**config.mk**
```make
export PLATFORM = sky130hd
export DESIGN_NAME = rr_lock_arbiter_flat
export DESIGN_NICKNAME = d
export VERILOG_FILES = /design/src/rtl/rr_lock_arbiter_pkg.sv /design/src/rtl/rr_lock_arbiter_if.sv /design/src/rtl/rr_lock_arbiter_pick.sv /design/src/rtl/rr_lock_arbiter.sv /design/src/flat_wrapper.sv
export SDC_FILE = /design/constraint.sdc
export NUM_CORES = 1
export LEC_CHECK = 0
export ABC_AREA = 1
export CORE_ASPECT_RATIO = 0.5
export CORE_MARGIN = 5
export CORE_UTILIZATION = 30
export DETAILED_ROUTE_END_ITERATION = 6
export PLACE_DENSITY = 0.48
export SLEW_MARGIN = 20
export SYNTH_ARGS = -nofsm -noshare
export SYNTH_HDL_FRONTEND = slang
export SYNTH_SLANG_ARGS = --single-unit
export TNS_END_PERCENT = 30
```
**constraint.sdc**
```tcl
create_clock -name clk -period 3.82 [get_ports clk]
set_input_delay 0.573 -clock clk [delete_from_list [all_inputs] [get_ports clk]]
set_output_delay 0.573 -clock clk [all_outputs]
set_load 0.02 [all_outputs]
```
**src/rtl/rr_lock_arbiter_pkg.sv**
```systemverilog
// Shared arbiter definitions: FSM state type and one-hot to index helper.
package arb_pkg;

  typedef enum logic {
    ARB_IDLE,
    ARB_GRANT
  } arb_state_e;

  // Index of the set bit in a one-hot (or all-zero) vector of up to 32 bits.
  // OR-ing the indices of set bits gives the index when exactly one is set.
  function automatic int unsigned oh2idx(input logic [31:0] oh);
    int unsigned idx;
    idx = 0;
    for (int unsigned i = 0; i < 32; i++) begin
      if (oh[i]) idx = idx | i;
    end
    return idx;
  endfunction

endpackage

```
**src/rtl/rr_lock_arbiter_if.sv**
```systemverilog
// Request/grant bundle for rr_lock_arbiter.
//   r       : request vector, bit i = requester i
//   g       : registered one-hot grant, zero when idle
//   busy    : registered, equals |g
//   owner   : index of granted requester, 0 when idle
//   preempt : one-cycle pulse on the first cycle of a tenure-expiry grant
// master = requester side, slave = arbiter side.
interface rr_lock_arbiter_if #(
  parameter int unsigned N = 3
) ();
  localparam int unsigned IDX_W = $clog2(N);

  logic [N-1:0]     r;
  logic [N-1:0]     g;
  logic             busy;
  logic [IDX_W-1:0] owner;
  logic             preempt;

  modport master (output r, input g, busy, owner, preempt);
  modport slave  (input r, output g, busy, owner, preempt);
endinterface

```
**src/rtl/rr_lock_arbiter_pick.sv**
```systemverilog
// Circular first-set-bit picker.
//   req    : candidate mask
//   ptr    : scan start position
//   gnt_oh : one-hot winner (zero if req == 0)
//   idx    : winner index
//   any    : req != 0
module rr_pick
  import arb_pkg::*;
#(
  parameter int unsigned N = 3,
  localparam int unsigned IDX_W = $clog2(N)
) (
  input  logic [N-1:0]     req,
  input  logic [IDX_W-1:0] ptr,
  output logic [N-1:0]     gnt_oh,
  output logic [IDX_W-1:0] idx,
  output logic             any
);

  logic [N-1:0]   hi_mask;
  logic [2*N-1:0] dbl;
  logic [2*N-1:0] first;
  logic           found;

  // Lower half holds only requests at or above ptr; the unmasked upper half
  // supplies the wrap-around, so a linear scan of both halves is circular.
  always_comb begin
    hi_mask = '0;
    for (int unsigned i = 0; i < N; i++) begin
      hi_mask[i] = (i >= 32'(ptr));
    end
    dbl   = {req, req & hi_mask};
    first = '0;
    found = 1'b0;
    for (int unsigned i = 0; i < 2 * N; i++) begin
      if (dbl[i] && !found) begin
        first[i] = 1'b1;
        found    = 1'b1;
      end
    end
  end

  assign gnt_oh = first[N-1:0] | first[2*N-1:N];
  assign any    = found;
  assign idx    = IDX_W'(oh2idx(32'(gnt_oh)));

endmodule

```
**src/rtl/rr_lock_arbiter.sv**
```systemverilog
// Round-robin arbiter with grant locking and tenure-limited preemption.
//   clk   : system clock
//   reset : asynchronous active-high reset
//   bus   : slave side of rr_lock_arbiter_if (r in; g, busy, owner, preempt out)
// The owner keeps its grant while requesting; after MAX_HOLD cycles it is
// forced off if another requester waits. Handoffs never insert an idle cycle.
module rr_lock_arbiter
  import arb_pkg::*;
#(
  parameter int unsigned N        = 3,
  parameter int unsigned MAX_HOLD = 8
) (
  input logic           clk,
  input logic           reset,
  rr_lock_arbiter_if.slave bus
);

  localparam int unsigned IDX_W = $clog2(N);
  localparam int unsigned CNT_W = $clog2(MAX_HOLD + 1);

  arb_state_e       state_q, state_d;
  logic [IDX_W-1:0] ptr_q, ptr_d;
  logic [CNT_W-1:0] cnt_q, cnt_d;
  logic [N-1:0]     g_q, g_d;
  logic [IDX_W-1:0] owner_q, owner_d;
  logic             preempt_q, preempt_d;
  logic             busy_q;

  logic [N-1:0]     pick_req;
  logic [IDX_W-1:0] pick_ptr;
  logic [N-1:0]     pick_oh;
  logic [IDX_W-1:0] pick_idx;
  logic             pick_any;
  logic [IDX_W-1:0] after_owner;
  logic             own_req;

  rr_pick #(.N(N)) u_pick (
    .req    (pick_req),
    .ptr    (pick_ptr),
    .gnt_oh (pick_oh),
    .idx    (pick_idx),
    .any    (pick_any)
  );

  assign after_owner = (owner_q == IDX_W'(N - 1)) ? '0 : owner_q + IDX_W'(1);
  assign own_req     = bus.r[owner_q];

  // While granted, the picker sees the other requesters only, scanning from
  // owner+1, which is exactly the pointer value a release commits.
  always_comb begin
    state_d   = state_q;
    ptr_d     = ptr_q;
    cnt_d     = cnt_q;
    g_d       = g_q;
    owner_d   = owner_q;
    preempt_d = 1'b0;
    pick_req  = bus.r;
    pick_ptr  = ptr_q;
    case (state_q)
      ARB_IDLE: begin
        if (pick_any) begin
          g_d     = pick_oh;
          owner_d = pick_idx;
          cnt_d   = CNT_W'(1);
          state_d = ARB_GRANT;
        end
      end
      ARB_GRANT: begin
        pick_req = bus.r & ~g_q;
        pick_ptr = after_owner;
        if (!own_req || (cnt_q == CNT_W'(MAX_HOLD) && pick_any)) begin
          ptr_d = after_owner;
          if (pick_any) begin
            g_d       = pick_oh;
            owner_d   = pick_idx;
            cnt_d     = CNT_W'(1);
            preempt_d = own_req;
          end else begin
            g_d     = '0;
            owner_d = '0;
            cnt_d   = '0;
            state_d = ARB_IDLE;
          end
        end else if (cnt_q != CNT_W'(MAX_HOLD)) begin
          cnt_d = cnt_q + CNT_W'(1);
        end
      end
      default: state_d = ARB_IDLE;
    endcase
  end

  always_ff @(posedge clk or posedge reset) begin
    if (reset) begin
      state_q   <= ARB_IDLE;
      ptr_q     <= '0;
      cnt_q     <= '0;
      g_q       <= '0;
      owner_q   <= '0;
      preempt_q <= 1'b0;
      busy_q    <= 1'b0;
    end else begin
      state_q   <= state_d;
      ptr_q     <= ptr_d;
      cnt_q     <= cnt_d;
      g_q       <= g_d;
      owner_q   <= owner_d;
      preempt_q <= preempt_d;
      busy_q    <= |g_d;
    end
  end

  assign bus.g       = g_q;
  assign bus.busy    = busy_q;
  assign bus.owner   = owner_q;
  assign bus.preempt = preempt_q;

endmodule

```
**src/flat_wrapper.sv**
```systemverilog
// flat-port wrapper written by rule: the top's interface ports become plain ports
module rr_lock_arbiter_flat import arb_pkg::*;
#(
  parameter int unsigned N        = 3,
  parameter int unsigned MAX_HOLD = 8
)
  (clk, reset, bus_r, bus_g, bus_busy, bus_owner, bus_preempt);
  rr_lock_arbiter_if #(.N(N)) bus_i ();
  input logic clk;
  input logic reset;
  input wire logic [$bits(bus_i.r)-1:0] bus_r;
  output wire logic [$bits(bus_i.g)-1:0] bus_g;
  output wire logic [$bits(bus_i.busy)-1:0] bus_busy;
  output wire logic [$bits(bus_i.owner)-1:0] bus_owner;
  output wire logic [$bits(bus_i.preempt)-1:0] bus_preempt;
  assign bus_i.r = bus_r;
  assign bus_g = bus_i.g;
  assign bus_busy = bus_i.busy;
  assign bus_owner = bus_i.owner;
  assign bus_preempt = bus_i.preempt;
  rr_lock_arbiter #(.N(N), .MAX_HOLD(MAX_HOLD)) u_core (.clk(clk), .reset(reset), .bus(bus_i));
endmodule
```
==> Word-level counts from Yosys, hierarchy flattened <==
Cells that the tools add are included.
{ "totals": {"out_inout_bits": 7, "register_bits": 14, "wordCells": 78} }
{ "op_classes": {"n_lt_le_gt_ge": 4, "n_bitwise": 5, "n_eq_ne": 6, "addsub": 2, "n_reduce_logical": 17, "mux": 37} }
{ "op_table": {"columns": ["operator", "count"], "rows": [
  ["2-to-1 mux 1 bit", 19],
  ["2-to-1 mux 2 bit", 6],
  ["2-to-1 mux 3 bit", 4],
  ["2-to-1 mux 4 bit", 3],
  ["case mux 4 bit (2 select lines)", 1],
  ["AND 3 bit", 2],
  ["logical AND 1 bit", 6],
  ["logical NOT 1 bit", 6],
  ["case mux 3 bit (2 select lines)", 1],
  ["AND reduction 2 bit", 3],
  ["adder 4 x 1 -> 4 bit (second input constant)", 1],
  ["== test 4 bit (second input constant)", 1],
  ["greater-or-equal comparator 1 x 2 -> 1 bit (first input constant)", 2],
  ["!= test 4 bit (second input constant)", 1],
  ["case mux 2 bit (2 select lines)", 1],
  ["< comparator 2 x 3 -> 1 bit (second input constant)", 1],
  ["!= test 3 bit (second input constant)", 1],
  ["inverter 3 bit", 1],
  ["OR 3 bit", 1],
  ["OR reduction 3 bit", 1],
  ["adder 2 x 1 -> 2 bit (second input constant)", 1],
  ["binary-select mux 1 bit (select 2 bit)", 1],
  ["== test 2 bit (second input constant)", 1],
  ["greater-or-equal comparator 2 bit (first input constant)", 1],
  ["5 further kinds", 5]
]} }

==> Logic depth before layout (Yosys ltp) <==
Gate-level depths: netlist (run 1).
{ "logic_depth": {"word_depth": 27, "depth_mapped": 12, "depth_no_buf": 12} }

==> Cells and area by module <==
From an unflattened synthesis (run 1), not the netlist that was laid out.
{ "unflattened": {"cells_unflattened": 128, "hier_area_um2": 942.2} }
{ "by_module_without_submodules": {"columns": ["module", "cells_per_inst", "area_per_inst_um2", "instances"], "rows": [
  ["rr_lock_arbiter", 108, 835.8, 1],
  ["rr_pick", 20, 106.4, 1]
]} }

==> Least setup slack after synthesis (run 1) <==
OpenSTA, ideal clock, no wires.
{ "synth_timing": {"path_type": "input -> register", "start": "input port bus_r[1]", "end": "register u_core.busy_q (netlist: u_core.bus.busy)", "setup_slack_ns": 2.173, "t_arrival_ns": 1.516, "cell_stages": 11, "setup_ns": 0.131, "path_cell_list": "inv_1 > a21oi_2 > inv_2 > nand3_4 > nand2_4 > nand2_2 > nand2_4 > nand2_4 > nor2_1 > a21oi_1 > nand3_1"} }
{ "synth_via": {"elab_chain_cells": 22} }
{ "synth_rtl": {"columns": ["item", "line_no", "rtl"], "rows": [
  ["start: declaration", "flat_wrapper.sv:11", "input wire logic [$bits(bus_i.r)-1:0] bus_r;"],
  ["AND 3 bit", "rr_lock_arbiter.sv:69", "pick_req = bus.r & ~g_q;"],
  ["2-to-1 mux 3 bit", "rr_lock_arbiter.sv:59", "case (state_q)"],
  ["AND 3 bit", "rr_lock_arbiter_pick.sv:32", "dbl = {req, req & hi_mask};"],
  ["logical AND 1 bit", "rr_lock_arbiter_pick.sv:36", "if (dbl[i] && !found) begin"],
  ["2-to-1 mux 1 bit", "rr_lock_arbiter_pick.sv:36", null],
  ["logical NOT 1 bit", "rr_lock_arbiter_pick.sv:36", null],
  ["logical AND 1 bit", "rr_lock_arbiter_pick.sv:36", null],
  ["2-to-1 mux 1 bit", "rr_lock_arbiter_pick.sv:36", null],
  ["[... 6 more ...]", null, null],
  ["logical NOT 1 bit", "rr_lock_arbiter_pick.sv:36", null],
  ["logical AND 1 bit", "rr_lock_arbiter_pick.sv:36", null],
  ["2-to-1 mux 1 bit", "rr_lock_arbiter_pick.sv:36", null],
  ["OR 3 bit / logical AND 1 bit (equally long branches)", "rr_lock_arbiter_pick.sv:43, rr_lock_arbiter.sv:71", null],
  ["2-to-1 mux 3 bit / logical OR 1 bit (equally long branches)", "rr_lock_arbiter.sv:73, rr_lock_arbiter.sv:71", null],
  ["2-to-1 mux 3 bit", "rr_lock_arbiter.sv:71", "if (!own_req || (cnt_q == CNT_W'(MAX_HOLD) && pick_any)) begin"],
  ["case mux 3 bit (2 select lines) (*)", "rr_lock_arbiter.sv:59", null],
  ["OR reduction 3 bit (*)", "rr_lock_arbiter.sv:108", "busy_q <= |g_d;"],
  ["end signal: assignment", "rr_lock_arbiter.sv:108", null],
  ["end: declaration", "rr_lock_arbiter.sv:27", "logic busy_q;"]
]} }
Every way passes the cells marked *; elsewhere a longest branch is shown, timed or not. The select of a mux whose other input is x is not followed.
A chain may end at the register's enable or synchronous reset.

==> Final worst setup path (run 1) <==
Same ends and word-level chain as after synthesis.

==> results of run 1 <==
==> worst reg2reg max path, cell delays in order (launching register included) <==
cell	delay (ns)
dfrtp_1	0.57
a21oi_2	0.34
inv_2	0.10
nand3_4	0.11
nand2_4	0.06
nand2_2	0.08
nand2_4	0.08
nand2_4	0.13
nor2_1	0.05
a21oi_1	0.16
nand3_1	0.10
==> cells by family after synthesis <==
| logic type | Yosys count |
|---|---|
| simple gates | 61 |
| buf+inv | 24 |
| compound gates | 17 |
| flops | 14 |
| xor+xnor | 2 |
| fa+ha+maj | 2 |
==> final timing paths <==
path / depth (start not counted) / startpoint / to
min in group asynchronous: 2 / reset / u_core.cnt_q[2]
max in group asynchronous: 2 / reset / u_core.ptr_q[0]
min: 2 / u_core.cnt_q[3] / u_core.cnt_q[3]
max reg2reg: 10 / u_core.state_q / u_core.bus.busy
min reg2reg: 2 / u_core.cnt_q[3] / u_core.cnt_q[3]
max: 12 / bus_r[1] / u_core.bus.busy
==> cells in the mapped netlist <==
master / number / area share
a21oi_4: 1 / 0.017
dfrtp_1: 14 / 0.37
nand3_1: 9 / 0.047
o21ai_2: 1 / 0.0092
a21oi_2: 1 / 0.0092
o211ai_1: 1 / 0.0079
o22ai_2: 1 / 0.013
nand2_1: 30 / 0.12
a21oi_1: 1 / 0.0053
o21ai_1: 1 / 0.0053
nor2_1: 4 / 0.016
nand3_4: 2 / 0.037
o21ai_0: 10 / 0.053
inv_1: 19 / 0.075
ha_1: 2 / 0.026
nor2_4: 1 / 0.012
xor2_1: 1 / 0.0092
nand2_4: 6 / 0.071
xnor2_1: 1 / 0.0092
buf_6: 1 / 0.012
nor2_2: 2 / 0.013
nand4_1: 3 / 0.020
nand2_2: 3 / 0.020
inv_2: 4 / 0.016
or2_4: 1 / 0.0092
==> metal layers <==
metal  vias up  global-route usage  share of wire
met5         -                   0              0
met4         0              0.0223         0.0059
met3         2              0.0399          0.034
met2         8               0.140           0.44
met1       362               0.160           0.52
li1        406                   -              -
==> area by class of cell <==
cell class	instances	area, sq um
inverter	23	86.3
multi-input combinational	82	502
clock buffer	4	55.1
fill	342	1860
sequential	14	350
tap	40	50.0
timing repair buffer	11	110
==> cell usage in the layout, fill, tap and decap left out, drive strengths merged, types with 2 or more instances in the layout <==
| master | Yosys | layout |
|---|---|---|
| a21oi | 3 | 3 |
| nand4 | 3 | 3 |
| nor2 | 7 | 7 |
| ha | 2 | 2 |
| dfrtp | 14 | 14 |
| inv | 23 | 23 |
| clkdlybuf4s50 | 0 | 11 |
| nand3 | 11 | 11 |
| nand2 | 39 | 39 |
| o21ai | 12 | 12 |
| clkbuf | 0 | 4 |
==> sequential cells by signal (all words and copies together), names as in the netlist <==
signal / cells
u_core.ptr_q: 2
u_core.cnt_q: 4
u_core.bus.g: 3
u_core.state_q: 1
u_core.bus.busy: 1
u_core.bus.owner: 2
u_core.bus.preempt: 1
==> through the flow <==
stage               setup WS (ns)  instance area [sq um]  utilization
floorplan                    2.17                    950            -
global placement             1.60                   1100        0.365
detailed placement           1.51                   1100        0.365
CTS                          1.77                   1150        0.383
global route                 1.65                   1150        0.383
finish                       1.77                   1150        0.383
==> power by group <==
group	switching [mW]	internal, mW	leakage [nW]
clock	0.0563	0.0913	0.0288
combinational	0.323	0.195	0.370
sequential	0.0656	0.205	0.176
total	0.445	0.491	0.575
==> qor.txt, run 1 <==
Status: finished clean
Final #Nets: 142
CTS max path bufs: 2
CTS root buffer: clkbuf_8
Final Instance Count excl. Fillers: 174
Tot GR Track Use: 0.106
Critical path's slowest cell: clkdlybuf4s50_1
DR vias: 778
Max Freq: 0.489 GHz
Largest family of logic cells by synthesized area: simple AND/OR/NAND/NOR gates
Yosys reg bits: 14
CTS tree: yes
RD Place Congestion: 0.787
Hold_ws: 0.553 ns
CP required: 3.94 ns
Worst-Margin Slew: 0.574 ns
First-pass GRT wire length: 3590 um
Num Clock Sinks: 14
Synth Area in XOR/XNOR: 0.0184
Die Wd: 89.6 um
Core Region: 3010 sq um
Syn-to-layout area delta: 21.5%
Num CTS Buffers: 3
Post-Synth Simple-Gate Area: 0.364
Clock slew at reported path FFs: 0.06 ns
Internal reg-to-reg setup slack: 1.91 ns
Resized Gates After CTS: 0
DR iter-0 viols: 30
FP Rows: 14
Vias per Instance: 4.47
Wire length per cell: 11.6 um
Max Clock Skew: 0.000808 ns
Pre-antenna DRT Iters: 4
CTS H-Tree Depth: 1
Seq/Total Area, Yosys: 0.369
Leakage power: 0.575 nW
Power density over the cells: 811 nW/um^2
Mapped Cells: 120
Crit share post-route: 0.535
Largest net degree at the start of global routing: 15
Fraction of synthesized area in multiplexers: 0
CP max FO: 7
Worst skew pair latency: 0.25 ns
Ys Warns: 0
Initial antenna violation count: 0
Die area: 4460 sq um
Peak VDD IR: 0.000251 V
I/O Pins: 12
Design Power: 936 uW
Post-Synth Adder-Cell Area: 0.0264
Worst EP arrival: 2.17 ns
Finish-stage setup viols: 0
Synth unique cells: 25
Initial core utilization: 0.315
Grt ovf: 0
Compound-Gate Fraction of Synth Area: 0.120
Slew headroom: 0.617
Share of post-route cells with drive strength above 1: 0.201
Post-CTS Setup Repair Bufs: 0
Hold Path Class: flop to flop
Most used cell, CP: nand2_4
CP peak stage delay: 0.45 ns
DRC Markers: 0
Crit path cell chain: clkdlybuf4s50_1 -> inv_1 -> a21oi_2 -> inv_2 -> nand3_4 -> nand2_4 -> nand2_2 -> nand2_4 -> nand2_4 -> nor2_1 -> a21oi_1 -> nand3_1
CP Capture Type: flop
Final ANT Viol Nets: 0
Syn Nets: 127
Syn avg cell area: 7.91 sq um
CP top delay family: simple AND/OR/NAND/NOR gates
Placed cells: 170
RSZ-0062 raised after global routing: no
Slew Viols, Final: 0
Synthesized area: 950 sq um
# diodes: 0
CTS Hold Buffers Added: 0
DP Wirelength: 1620 um
TNS Setup: 0 ns
Max-cap viol count: 0
Kind of critical path: primary input to flop
Minimum clock period: 2.05 ns
Number of global-route vias before repair: 729
IO buf count: 11
Post-Route WL: 2030 um
Die H: 49.8 um
Startpoint Class: primary input
WP buf/inv: 3
Hold Vio Cnt, Final: 0
Note: power is estimated with default switching activity, not from simulation.
==> run 2, diff against run 1 <==
- PLACE_DENSITY: 0.48 -> 0.5
- clock period: 3.82 -> 1.75 ns (I/O delays scaled with it)
==> run 2 against run 1 <==
Compared with the run above: clock skew grew 0.0037 ns; global-route usage grew 0.73 points; critical path type is now flop to flop; design area grew 8.7%; sequential share of layout area shrank 2.2 points; largest power group unchanged; routed wire length grew 4.6%; first-iteration DRC count shrank 17%; highest routed layer unchanged; combinational power grew to 2.5 times the previous value; clock-buffer cell count is the same; clock power grew 120%.
==> qor.txt, run 2 (synthesized netlist as in run 1, its figures left out) <==
Status: finished clean
Leakage power: 0.634 nW (+10%)
Combinational power share: 0.593 (+0.040)
Utilization after layout: 0.416 (+0.0332)
Peak VDD IR: 0.000598 V (+140%)
Max-cap viol count: 0 (unchanged)
Commonest non-fill, non-tap cell in the layout: nand2_1
P_int: 1.21 mW (+150%)
Grt ovf: 0 (unchanged)
Most frequent cells in the layout: nand2_1, inv_1, buf_4, dfrtp_1, clkdlybuf4s50_1
Final Instance Count excl. Fillers: 187 (+7.5%)
Num Clock Sinks: 14 (unchanged)
Sw Ratio: 0.453 (-0.0222)
Placed cells: 183 (+7.6%)
Vias per Instance: 4.47 (about the same)
Clock slew at reported path FFs: 0.06 ns (about the same)
Number of global-route vias before repair: 858 (+18%)
Area post-placement: 1200 sq um (+8.9%)
Pre-antenna DRT Iters: 4 (unchanged)
Tot GR Track Use: 0.113 (+0.00727)
Minimum clock period: 1.62 ns
Final ANT Viol Nets: 0 (unchanged)
Kind of critical path: flop to flop
Worst-Margin Slew: 0.541 ns (-0.0327 ns)
Final #Nets: 155 (+9.2%)
Reg2reg path depth: 7 (-3)
Most flops, register: u_core.cnt_q
CTS H-Tree Depth: 1 (unchanged)
Clock network power share: 0.145 (-0.013)
Worst skew pair latency: 0.25 ns (about the same)
Final non-filler cell area: 1250 sq um (+8.7%)
IO buf count: 11 (unchanged)
Max Clock Skew: 0.00455 ns (+0.00374 ns)
Die Wd: 89.6 um (unchanged)
Max Freq: 0.618 GHz
Slew Viols, Final: 0 (unchanged)
Max reg flops: 4 (unchanged)
DRC Markers: 0 (unchanged)
Num CTS Buffers: 3 (unchanged)
DP Wirelength: 1730 um (+6.6%)
Seq pwr share: 0.263 (-0.026)
Crit share post-route: 0.925
TNS Setup: 0 ns (unchanged)
CTS tree: yes
Design Power: 2.21 mW (+140%)
# diodes: 0 (unchanged)
DR vias: 836 (+7.5%)
Post-Route WL: 2120 um (+4.6%)
RD Place Congestion: 0.795 (+0.93%)
Hold Vio Cnt, Final: 0 (unchanged)
Core Region: 3010 sq um (unchanged)
Die area: 4460 sq um (unchanged)
Finish-stage setup viols: 0 (unchanged)
I/O Pins: 12 (unchanged)
Worst EP arrival: 1.75 ns (-0.42 ns)
Share of post-route cells with drive strength above 1: 0.286 (+0.0842)
FP Rows: 14 (unchanged)
Slew headroom: 0.639 (+0.0218)
Initial antenna violation count: 0 (unchanged)
Initial core utilization: 0.315 (unchanged)
First-pass GRT wire length: 3890 um (+8.4%)
Sw Pwr: 1.00 mW (+130%)
RSZ-0062 raised after global routing: no
Hold Path Class: primary input to async pin
Syn-to-layout area delta: 32.0%
Power density over the cells: 1770 nW/um^2 (+120%)
Wire length per cell: 11.3 um (-2.6%)
CP required: 1.88 ns (-2.06 ns)
CP Capture Type: flop
DR iter-0 viols: 25 (-17%)
Largest net degree at the start of global routing: 15 (unchanged)
Startpoint Class: flop
Die H: 49.8 um (unchanged)
CTS root buffer: clkbuf_8
CP max FO: 10 (+3)
CTS max path bufs: 2 (unchanged)
[run 2: cell count changes in the layout (fill, tap and decap cells not counted)]
| cell | change |
|---|---|
| dfrtp_1 | -2 |
| o21ai_0 | -1 |
| dfrtp_2 | +2 |
| o21ai_1 | +1 |
| buf_4 | +13 |
[run 2: repair_timing]
item | in CTS | in global routing
gates resized for setup | 0 | 3
hold buffers | 0 | 0
hold endpoints to repair | 0 | 0
setup endpoints to repair | 0 | 5
buffers inserted | 0 | 0
[run 2: cell type report]
cell class,instances,area (sq um)
Fill cell,322,1760
Sequential cell,14,353
Multi-Input combinational cell,82,502
Clock buffer,4,55.1
Timing Repair Buffer,24,208
Tap cell,40,50.0
Inverter,23,86.3
[run 2: worst paths after layout]
kind,start,end,slack (ns)
max reg2reg,u_core.state_q,u_core.bus.busy,0.13
max,u_core.state_q,u_core.bus.busy,0.13
max in group asynchronous,reset,u_core.bus.owner[1],1.00
min,reset,u_core.cnt_q[0],0.36
min reg2reg,u_core.ptr_q[1],u_core.ptr_q[1],0.52
min in group clk,u_core.ptr_q[1],u_core.ptr_q[1],0.52
[run 2: stage by stage]
step	setup slack [ns]	hold slack (ns)
floorplan	0.199	0.152
global placement	-0.0461	0.502
detailed placement	-0.0849	0.509
CTS	0.0256	0.401
global route	0.0102	0.444
finish	0.132	0.357
[run 2: power by group through the flow]
stage	clock network (mW)	logic [mW]	registers, mW
CTS	0.337	1.33	0.579
floorplan	0	0.819	0.616
global placement	0	1.33	0.583
finish	0.320	1.31	0.581
global route	0.358	1.47	0.601
detailed placement	0	1.32	0.585
[run 2: per-layer routing]
metal  global-route usage  up-vias  part of all wire
li1                     -      431                 -
met3               0.0399        5             0.055
met1                0.155      383              0.48
met2                0.171       17              0.45
met5                    0        -                 0
met4               0.0223        0            0.0090
[run 2: critical path, stage by stage (launching register included)]
cell	delay, ns
dfrtp_2	0.50
or2_4	0.29
nand2_4	0.10
nand3_4	0.09
nand4_1	0.08
o21ai_0	0.15
a21oi_1	0.20
nand3_1	0.09
